`config.mk`:
```
export PLATFORM = sky130hd
export DESIGN_NAME = mbist_repair_sched
export DESIGN_NICKNAME = d
export VERILOG_FILES = /design/src/rtl/mbist_repair_sched.sv
export SDC_FILE = /design/constraint.sdc
export NUM_CORES = 1
export LEC_CHECK = 0
export ABC_CLOCK_PERIOD_IN_PS = 2500
export CAP_MARGIN = 20
export CORE_MARGIN = 1
export CORE_UTILIZATION = 50
export DETAILED_ROUTE_END_ITERATION = 12
export PLACE_DENSITY = 0.76
export SLEW_MARGIN = 0
export SYNTH_ARGS = -nofsm -noshare
export SYNTH_HDL_FRONTEND = slang
export SYNTH_SLANG_ARGS = --single-unit
```
`constraint.sdc`:
```
create_clock -name clk -period 2.5 [get_ports clk]
set_clock_uncertainty 0.05 [all_clocks]
set_input_delay 0.25 -clock clk [delete_from_list [all_inputs] [get_ports clk]]
set_output_delay 0.25 -clock clk [all_outputs]
set_load 0.05 [all_outputs]
```
`src/rtl/mbist_repair_sched.sv`:
```
// mbist_repair_sched: round-robin collector of MBIST error reports that
// deduplicates failing addresses and programs unique ones into the repair
// address table through a single write port.
//
// Ports:
//   clk, rst_n      - clock, synchronous active-low reset
//   sched_en        - allow new grants (in-flight transaction always completes)
//   rep_clr         - synchronous clear of table, count and fail flag
//   err_req/err_addr- per-engine report request and failing address slice
//   err_ack         - one-cycle acknowledge to the served engine
//   rep_wr_en/idx/addr - repair table write strobe, entry index, address
//   rep_cnt         - allocated entry count (saturates at BIST_ERR_LIMIT)
//   rep_fail        - sticky: unique error seen while the table was full
//   sched_busy      - scheduler is not idle
module mbist_repair_sched #(
  parameter int unsigned NUM_REQ        = 4,
  parameter int unsigned BIST_ADDR_WD   = 9,
  parameter int unsigned BIST_ERR_LIMIT = 4,
  parameter int unsigned CNT_WD         = 4
) (
  input  logic                            clk,
  input  logic                            rst_n,
  input  logic                            sched_en,
  input  logic                            rep_clr,
  input  logic [NUM_REQ-1:0]              err_req,
  input  logic [NUM_REQ*BIST_ADDR_WD-1:0] err_addr,
  output logic [NUM_REQ-1:0]              err_ack,
  output logic                            rep_wr_en,
  output logic [CNT_WD-1:0]               rep_wr_idx,
  output logic [BIST_ADDR_WD-1:0]         rep_wr_addr,
  output logic [CNT_WD-1:0]               rep_cnt,
  output logic                            rep_fail,
  output logic                            sched_busy
);

  localparam int unsigned PTR_WD = (NUM_REQ > 1) ? $clog2(NUM_REQ) : 1;

  typedef enum logic [1:0] {ST_IDLE, ST_CHECK, ST_COMMIT} state_e;
  typedef enum logic [1:0] {RES_HIT, RES_MISS, RES_FULL} res_e;

  state_e                  state_q, state_d;
  res_e                    res_q, res_d;
  logic [PTR_WD-1:0]       rr_ptr_q, rr_ptr_d;
  logic [PTR_WD-1:0]       grant_q, grant_d;
  logic [BIST_ADDR_WD-1:0] lat_addr_q, lat_addr_d;
  logic [NUM_REQ-1:0]      last_ack_q, last_ack_d;
  logic [NUM_REQ-1:0]      err_ack_q, err_ack_d;
  logic                    rep_wr_en_q, rep_wr_en_d;
  logic [CNT_WD-1:0]       rep_wr_idx_q, rep_wr_idx_d;
  logic [BIST_ADDR_WD-1:0] rep_wr_addr_q, rep_wr_addr_d;
  logic [CNT_WD-1:0]       rep_cnt_q, rep_cnt_d;
  logic                    rep_fail_q, rep_fail_d;
  logic                    sched_busy_q, sched_busy_d;
  logic [BIST_ADDR_WD-1:0] entry_q [BIST_ERR_LIMIT];
  logic [BIST_ADDR_WD-1:0] entry_d [BIST_ERR_LIMIT];
  logic [BIST_ERR_LIMIT-1:0] valid_q, valid_d;

  logic [NUM_REQ-1:0]      req_eff;
  logic [PTR_WD-1:0]       cand;
  logic                    gnt_vld;
  logic [PTR_WD-1:0]       gnt_idx;
  logic [BIST_ADDR_WD-1:0] gnt_addr;
  logic                    hit;

  // Round-robin pick; the engine acked in the last COMMIT is masked for one
  // IDLE cycle because it may still be dropping its request.
  always_comb begin
    req_eff  = err_req & ~last_ack_q;
    cand     = '0;
    gnt_vld  = 1'b0;
    gnt_idx  = '0;
    gnt_addr = '0;
    for (int unsigned i = 0; i < NUM_REQ; i++) begin
      cand = PTR_WD'((32'(rr_ptr_q) + i) % NUM_REQ);
      if (!gnt_vld && req_eff[cand]) begin
        gnt_vld = 1'b1;
        gnt_idx = cand;
      end
    end
    for (int unsigned k = 0; k < NUM_REQ; k++) begin
      if (PTR_WD'(k) == gnt_idx) gnt_addr = err_addr[k*BIST_ADDR_WD +: BIST_ADDR_WD];
    end
  end

  // Dedup compare against allocated entries only.
  always_comb begin
    hit = 1'b0;
    for (int unsigned k = 0; k < BIST_ERR_LIMIT; k++) begin
      if (valid_q[k] && (entry_q[k] == lat_addr_q)) hit = 1'b1;
    end
  end

  // Next-state and registered-output logic.
  always_comb begin
    state_d       = state_q;
    res_d         = res_q;
    rr_ptr_d      = rr_ptr_q;
    grant_d       = grant_q;
    lat_addr_d    = lat_addr_q;
    last_ack_d    = '0;
    err_ack_d     = '0;
    rep_wr_en_d   = 1'b0;
    rep_wr_idx_d  = rep_wr_idx_q;
    rep_wr_addr_d = rep_wr_addr_q;
    rep_cnt_d     = rep_cnt_q;
    rep_fail_d    = rep_fail_q;
    entry_d       = entry_q;
    valid_d       = valid_q;

    case (state_q)
      ST_IDLE: begin
        if (sched_en && gnt_vld) begin
          grant_d    = gnt_idx;
          lat_addr_d = gnt_addr;
          state_d    = ST_CHECK;
        end
      end
      ST_CHECK: begin
        state_d = ST_COMMIT;
        for (int unsigned k = 0; k < NUM_REQ; k++) begin
          err_ack_d[k] = (PTR_WD'(k) == grant_q);
        end
        if (hit) begin
          res_d = RES_HIT;
        end else if (rep_cnt_q < CNT_WD'(BIST_ERR_LIMIT)) begin
          res_d         = RES_MISS;
          rep_wr_en_d   = 1'b1;
          rep_wr_idx_d  = rep_cnt_q;
          rep_wr_addr_d = lat_addr_q;
        end else begin
          res_d = RES_FULL;
        end
      end
      ST_COMMIT: begin
        state_d    = ST_IDLE;
        last_ack_d = err_ack_q;
        rr_ptr_d   = (grant_q == PTR_WD'(NUM_REQ - 1)) ? '0 : grant_q + 1'b1;
        if (res_q == RES_MISS) begin
          for (int unsigned k = 0; k < BIST_ERR_LIMIT; k++) begin
            if (CNT_WD'(k) == rep_cnt_q) begin
              entry_d[k] = lat_addr_q;
              valid_d[k] = 1'b1;
            end
          end
          rep_cnt_d = rep_cnt_q + 1'b1;
        end else if (res_q == RES_FULL) begin
          rep_fail_d = 1'b1;
        end
      end
      default: state_d = ST_IDLE;
    endcase

    sched_busy_d = (state_d != ST_IDLE);
  end

  // Reset and rep_clr share the same effect; an in-flight transaction is dropped.
  always_ff @(posedge clk) begin
    if (!rst_n || rep_clr) begin
      state_q       <= ST_IDLE;
      res_q         <= RES_HIT;
      rr_ptr_q      <= '0;
      grant_q       <= '0;
      lat_addr_q    <= '0;
      last_ack_q    <= '0;
      err_ack_q     <= '0;
      rep_wr_en_q   <= 1'b0;
      rep_wr_idx_q  <= '0;
      rep_wr_addr_q <= '0;
      rep_cnt_q     <= '0;
      rep_fail_q    <= 1'b0;
      sched_busy_q  <= 1'b0;
      valid_q       <= '0;
      for (int unsigned k = 0; k < BIST_ERR_LIMIT; k++) entry_q[k] <= '0;
    end else begin
      state_q       <= state_d;
      res_q         <= res_d;
      rr_ptr_q      <= rr_ptr_d;
      grant_q       <= grant_d;
      lat_addr_q    <= lat_addr_d;
      last_ack_q    <= last_ack_d;
      err_ack_q     <= err_ack_d;
      rep_wr_en_q   <= rep_wr_en_d;
      rep_wr_idx_q  <= rep_wr_idx_d;
      rep_wr_addr_q <= rep_wr_addr_d;
      rep_cnt_q     <= rep_cnt_d;
      rep_fail_q    <= rep_fail_d;
      sched_busy_q  <= sched_busy_d;
      valid_q       <= valid_d;
      entry_q       <= entry_d;
    end
  end

  assign err_ack     = err_ack_q;
  assign rep_wr_en   = rep_wr_en_q;
  assign rep_wr_idx  = rep_wr_idx_q;
  assign rep_wr_addr = rep_wr_addr_q;
  assign rep_cnt     = rep_cnt_q;
  assign rep_fail    = rep_fail_q;
  assign sched_busy  = sched_busy_q;

endmodule

```
==> run_results.csv, run 1 <==
group,metric,value,unit
run_status,outcome,"completed",
routing,routed_wl,8629,um
logic_synthesis,synthAdderAreaFrac,2.541,%
global_route,gr-total-overflow,0,
final_layout,fin_nets,559,
logic_synthesis,muxShareOfSynthArea,7.878,%
final_layout,final_common_cell,"dfxtp_1",
logic_synthesis,yosys.area.top_type,"dfxtp_1",
clock_network,htreeDepth,3,
die,std_cell_rows,31,
placement,io_buffers,67,
routing,num_vias,3262,
global_route,grt_pass1_wl,14710,um
logic_synthesis,yosysWarningCount,0,
min_path,hold_depth,2,
global_route,grt_pass1_vias,3156,
final_layout,n_antenna_cell,0,
power_and_ir_drop,clkPwrFrac,37.5,%
setup_path,cp.arrival,2.35,ns
clock_network,path_clk_slew,0.08,ns
setup_path,reg2reg_depth,6,
routing,drc_errors,0,
logic_synthesis,synth_top_family_by_area,"simple AND/OR/NAND/NOR gates",
power_and_ir_drop,peakVddDrop,0.2571,mV
clock_network,clockBufferDepth,2,
final_layout,post_route_cells_drive_above_1_share,10.37,%
die,start_util,52.89,%
logic_synthesis,seq_area_frac_synth,43.20,%
min_path,hold_path.startpoint,"entry_q[18]",
placement,hpwlAfterDp,6223,um
power_and_ir_drop,internal_power,2.008,mW
timing,min_period,2.157,ns
logic_synthesis,synthCells,435,
final_layout,stdcell_count,610,
min_path,min_to,"entry_q[18]",
setup_path,cp-end-kind,"register",
min_path,min_path_type,"reg2reg",
clock_network,clkLatencyLatePin,0.35,ns
setup_path,critPathKind,"reg2reg",
timing,slew_viol_final,0,
routing,first_pass_iters,4,
setup_path,rr_endpoint,"rep_wr_idx[2]",
routing,drtIter0Drc,111,
die,die_w,90.76,um
logic_synthesis,syn_area,3939,um^2
logic_synthesis,synth_cell_types,36,
global_route,grt_usage,22.11,%
setup_path,cp.required,2.69,ns
logic_synthesis,async_flop_share,0,%
timing,max_freq,463.6,MHz
timing,rsz0062_at_grt,"no",
clock_network,cts_tree,"yes",
timing,setup_violations,0,
clock_network,numClockSinks,85,
die,fp.coreArea,7447,um^2
clock_network,cts-buffers-inserted,9,
logic_synthesis,synth_compound_area_share,10.17,%
final_layout,final_cell_mix,"dfxtp_1, clkdlybuf4s50_1, a21oi_1, nand2_1, nand3_1",
setup_path,r2r_start,"lat_addr_q[4]",
die,die_h,90.76,um
logic_synthesis,synth-xor-area-share,8.672,%
die,dieArea,8236,um^2
global_route,antenna_found_initial,0,
final_layout,design_area,4911,um^2
timing,whs,0.4192,ns
routing,viasPerCell,5.348,
setup_path,crit_path_max_fanout,13,
die,pin_count,68,
logic_synthesis,syn-num-nets,487,
power_and_ir_drop,swShare,23.13,%
logic_synthesis,yosys.area_share.simple,20.58,%
logic_synthesis,yosysTopAreaCellShare,43.20,%
timing,fin_ws,0.3429,ns
final_layout,synthToLayoutAreaGrowth,24.68,%
routing,ant_nets,0,
placement,place_congestion,0.8298,
power_and_ir_drop,p_sw,0.6041,mW
clock_network,postCtsHoldBufs,0,
logic_synthesis,synth_ff_type,"dfxtp_1",
timing,slew_headroom,50.36,%
logic_synthesis,postSynthAreaPerCell,9.055,um^2
timing,worstMarginPinSlew,0.7396,ns
setup_path,reg2reg_setup_slack,0.34,ns
clock_network,cts-root-buf,"clkbuf_8",
power_and_ir_drop,p_seq_share,52.8,%
logic_synthesis,synth_top_cells_by_area,"dfxtp_1, mux2i_1, xnor2_1",
power_and_ir_drop,cellPowerDensity,531.9,nW/um^2
global_route,grt_max_degree,38,
placement,dp_slack,-0.2281,ns
placement,post_dp_cell_area,4688,um^2
power_and_ir_drop,p_leak,1.778,nW
placement,dp_cells,594,
flow_run,drv_cap,0,
setup_path,crit_path_start_kind,"register",
timing,post-route-period-util,86.29,%
routing,route.detailed.wl_per_inst,14.15,um
power_and_ir_drop,p_comb_share,9.7,%
final_layout,finish.utilization,65.94,%
logic_synthesis,synth_edf_count,0,
logic_synthesis,ys_seq_elements,85,
timing,finalHoldViolCount,0,
==> flip-flops by register name, indices dropped and copies added, names as in the netlist <==
name         cells
entry_q         36
lat_addr_q       9
rep_wr_addr      9
err_ack          4
last_ack_q       4
rep_cnt          4
rep_wr_idx       4
valid_q          4
grant_q          2
res_q            2
rr_ptr_q         2
state_q          2
rep_fail         1
rep_wr_en        1
sched_busy       1
==> logic make-up (layout without fill, tap and decap cells) <==
| group | Yosys count | count (layout) |
|---|---|---|
| XOR/XNOR | 39 | 39 |
| flip-flops | 85 | 85 |
| buffers and inverters | 40 | 116 |
| multiplexers | 31 | 31 |
| AO/OA/AOI/OAI | 72 | 72 |
| AND/OR/NAND/NOR | 160 | 160 |
| adder cells (fa/ha/maj) | 8 | 8 |
==> stage by stage <==
step	power (mW)	setup TNS [ns]
3_5_place_dp	1.661	-1.864
4_1_cts	2.623	0
6_report	2.612	0
5_1_grt	2.718	0
3_3_place_gp	1.656	-0.8733
2_1_floorplan	1.556	0
==> cell type report <==
type                            count  area [um^2]
Sequential cell                    85         1702
Clock inverter                      4        47.55
Clock buffer                       11        151.4
Inverter                            9        33.78
Timing Repair Buffer               92        865.8
Tap cell                           99        123.9
Fill cell                         642         2536
Multi-Input combinational cell    310         1987
==> worst max path at each step <==
| stage | start | cells after the start | slack (ns) | to |
|---|---|---|---|---|
| after global placement | err_req[1] | 6 | -0.11 | lat_addr_q[6] |
| after detailed placement | err_req[1] | 6 | -0.23 | lat_addr_q[3] |
| after CTS | lat_addr_q[5] | 7 | 0.01 | rep_wr_idx[2] |
| after global routing | lat_addr_q[4] | 6 | 0.22 | rep_wr_idx[2] |
| after floorplan | rep_cnt[0] | 5 | 0.78 | entry_q[18] |
| final | lat_addr_q[4] | 6 | 0.34 | rep_wr_idx[2] |
==> power groups by stage <==
stage / registers (mW) / logic (mW) / clock network, mW
4_1_cts: 1.38 / 0.252 / 0.993
3_3_place_gp: 1.41 / 0.246 / 0
6_report: 1.38 / 0.254 / 0.980
3_5_place_dp: 1.41 / 0.251 / 0
5_1_grt: 1.38 / 0.275 / 1.06
2_1_floorplan: 1.41 / 0.150 / 0
==> cells in the mapped netlist (2+ instances only) <==
| library cell | n |
|---|---|
| nand2_1 | 44 |
| nand3_1 | 39 |
| mux2i_1 | 31 |
| nand4_1 | 10 |
| nand2_2 | 3 |
| buf_6 | 13 |
| nor3_1 | 3 |
| xnor2_1 | 33 |
| buf_4 | 3 |
| nor2_1 | 27 |
| and2_1 | 2 |
| inv_1 | 9 |
| nor2b_1 | 7 |
| nand2b_1 | 5 |
| o221ai_1 | 9 |
| buf_2 | 4 |
| o21ai_1 | 12 |
| clkbuf_1 | 7 |
| ha_1 | 8 |
| and3_1 | 10 |
| a21oi_1 | 48 |
| dfxtp_1 | 85 |
| nor4_2 | 5 |
| xor2_1 | 6 |
==> timing repair <==
item	4_1_cts	5_1_grt
buffers inserted	0	0
resized for setup	0	1
endpoints found under the setup margin	0	5
==> worst max-delay path: stages (launching register included) <==
cell	delay, ns
dfxtp_1	0.60
xnor2_1	0.13
nand4_1	0.14
nor4_2	0.09
nor4_4	0.62
nand2_1	0.20
and3_1	0.22
==> per-layer routing <==
layer  share of wire (%)  up-vias  wire length [um]  track usage [%]
li1                    -     1636                 -                -
met2                  49       93              4226            37.25
met3                 5.1        9               436            4.798
met5                   0        -                 0                0
met4                 1.1        0                96            7.930
met1                  45     1524              3869            27.63
Power figures use the tool's default switching activity.
==> inputs of run 2 (changes only) <==
- TNS_END_PERCENT: not set -> 1
==> results of run 2 <==
Same layout as run 1: the final DEF is identical, and so are final timing and power.
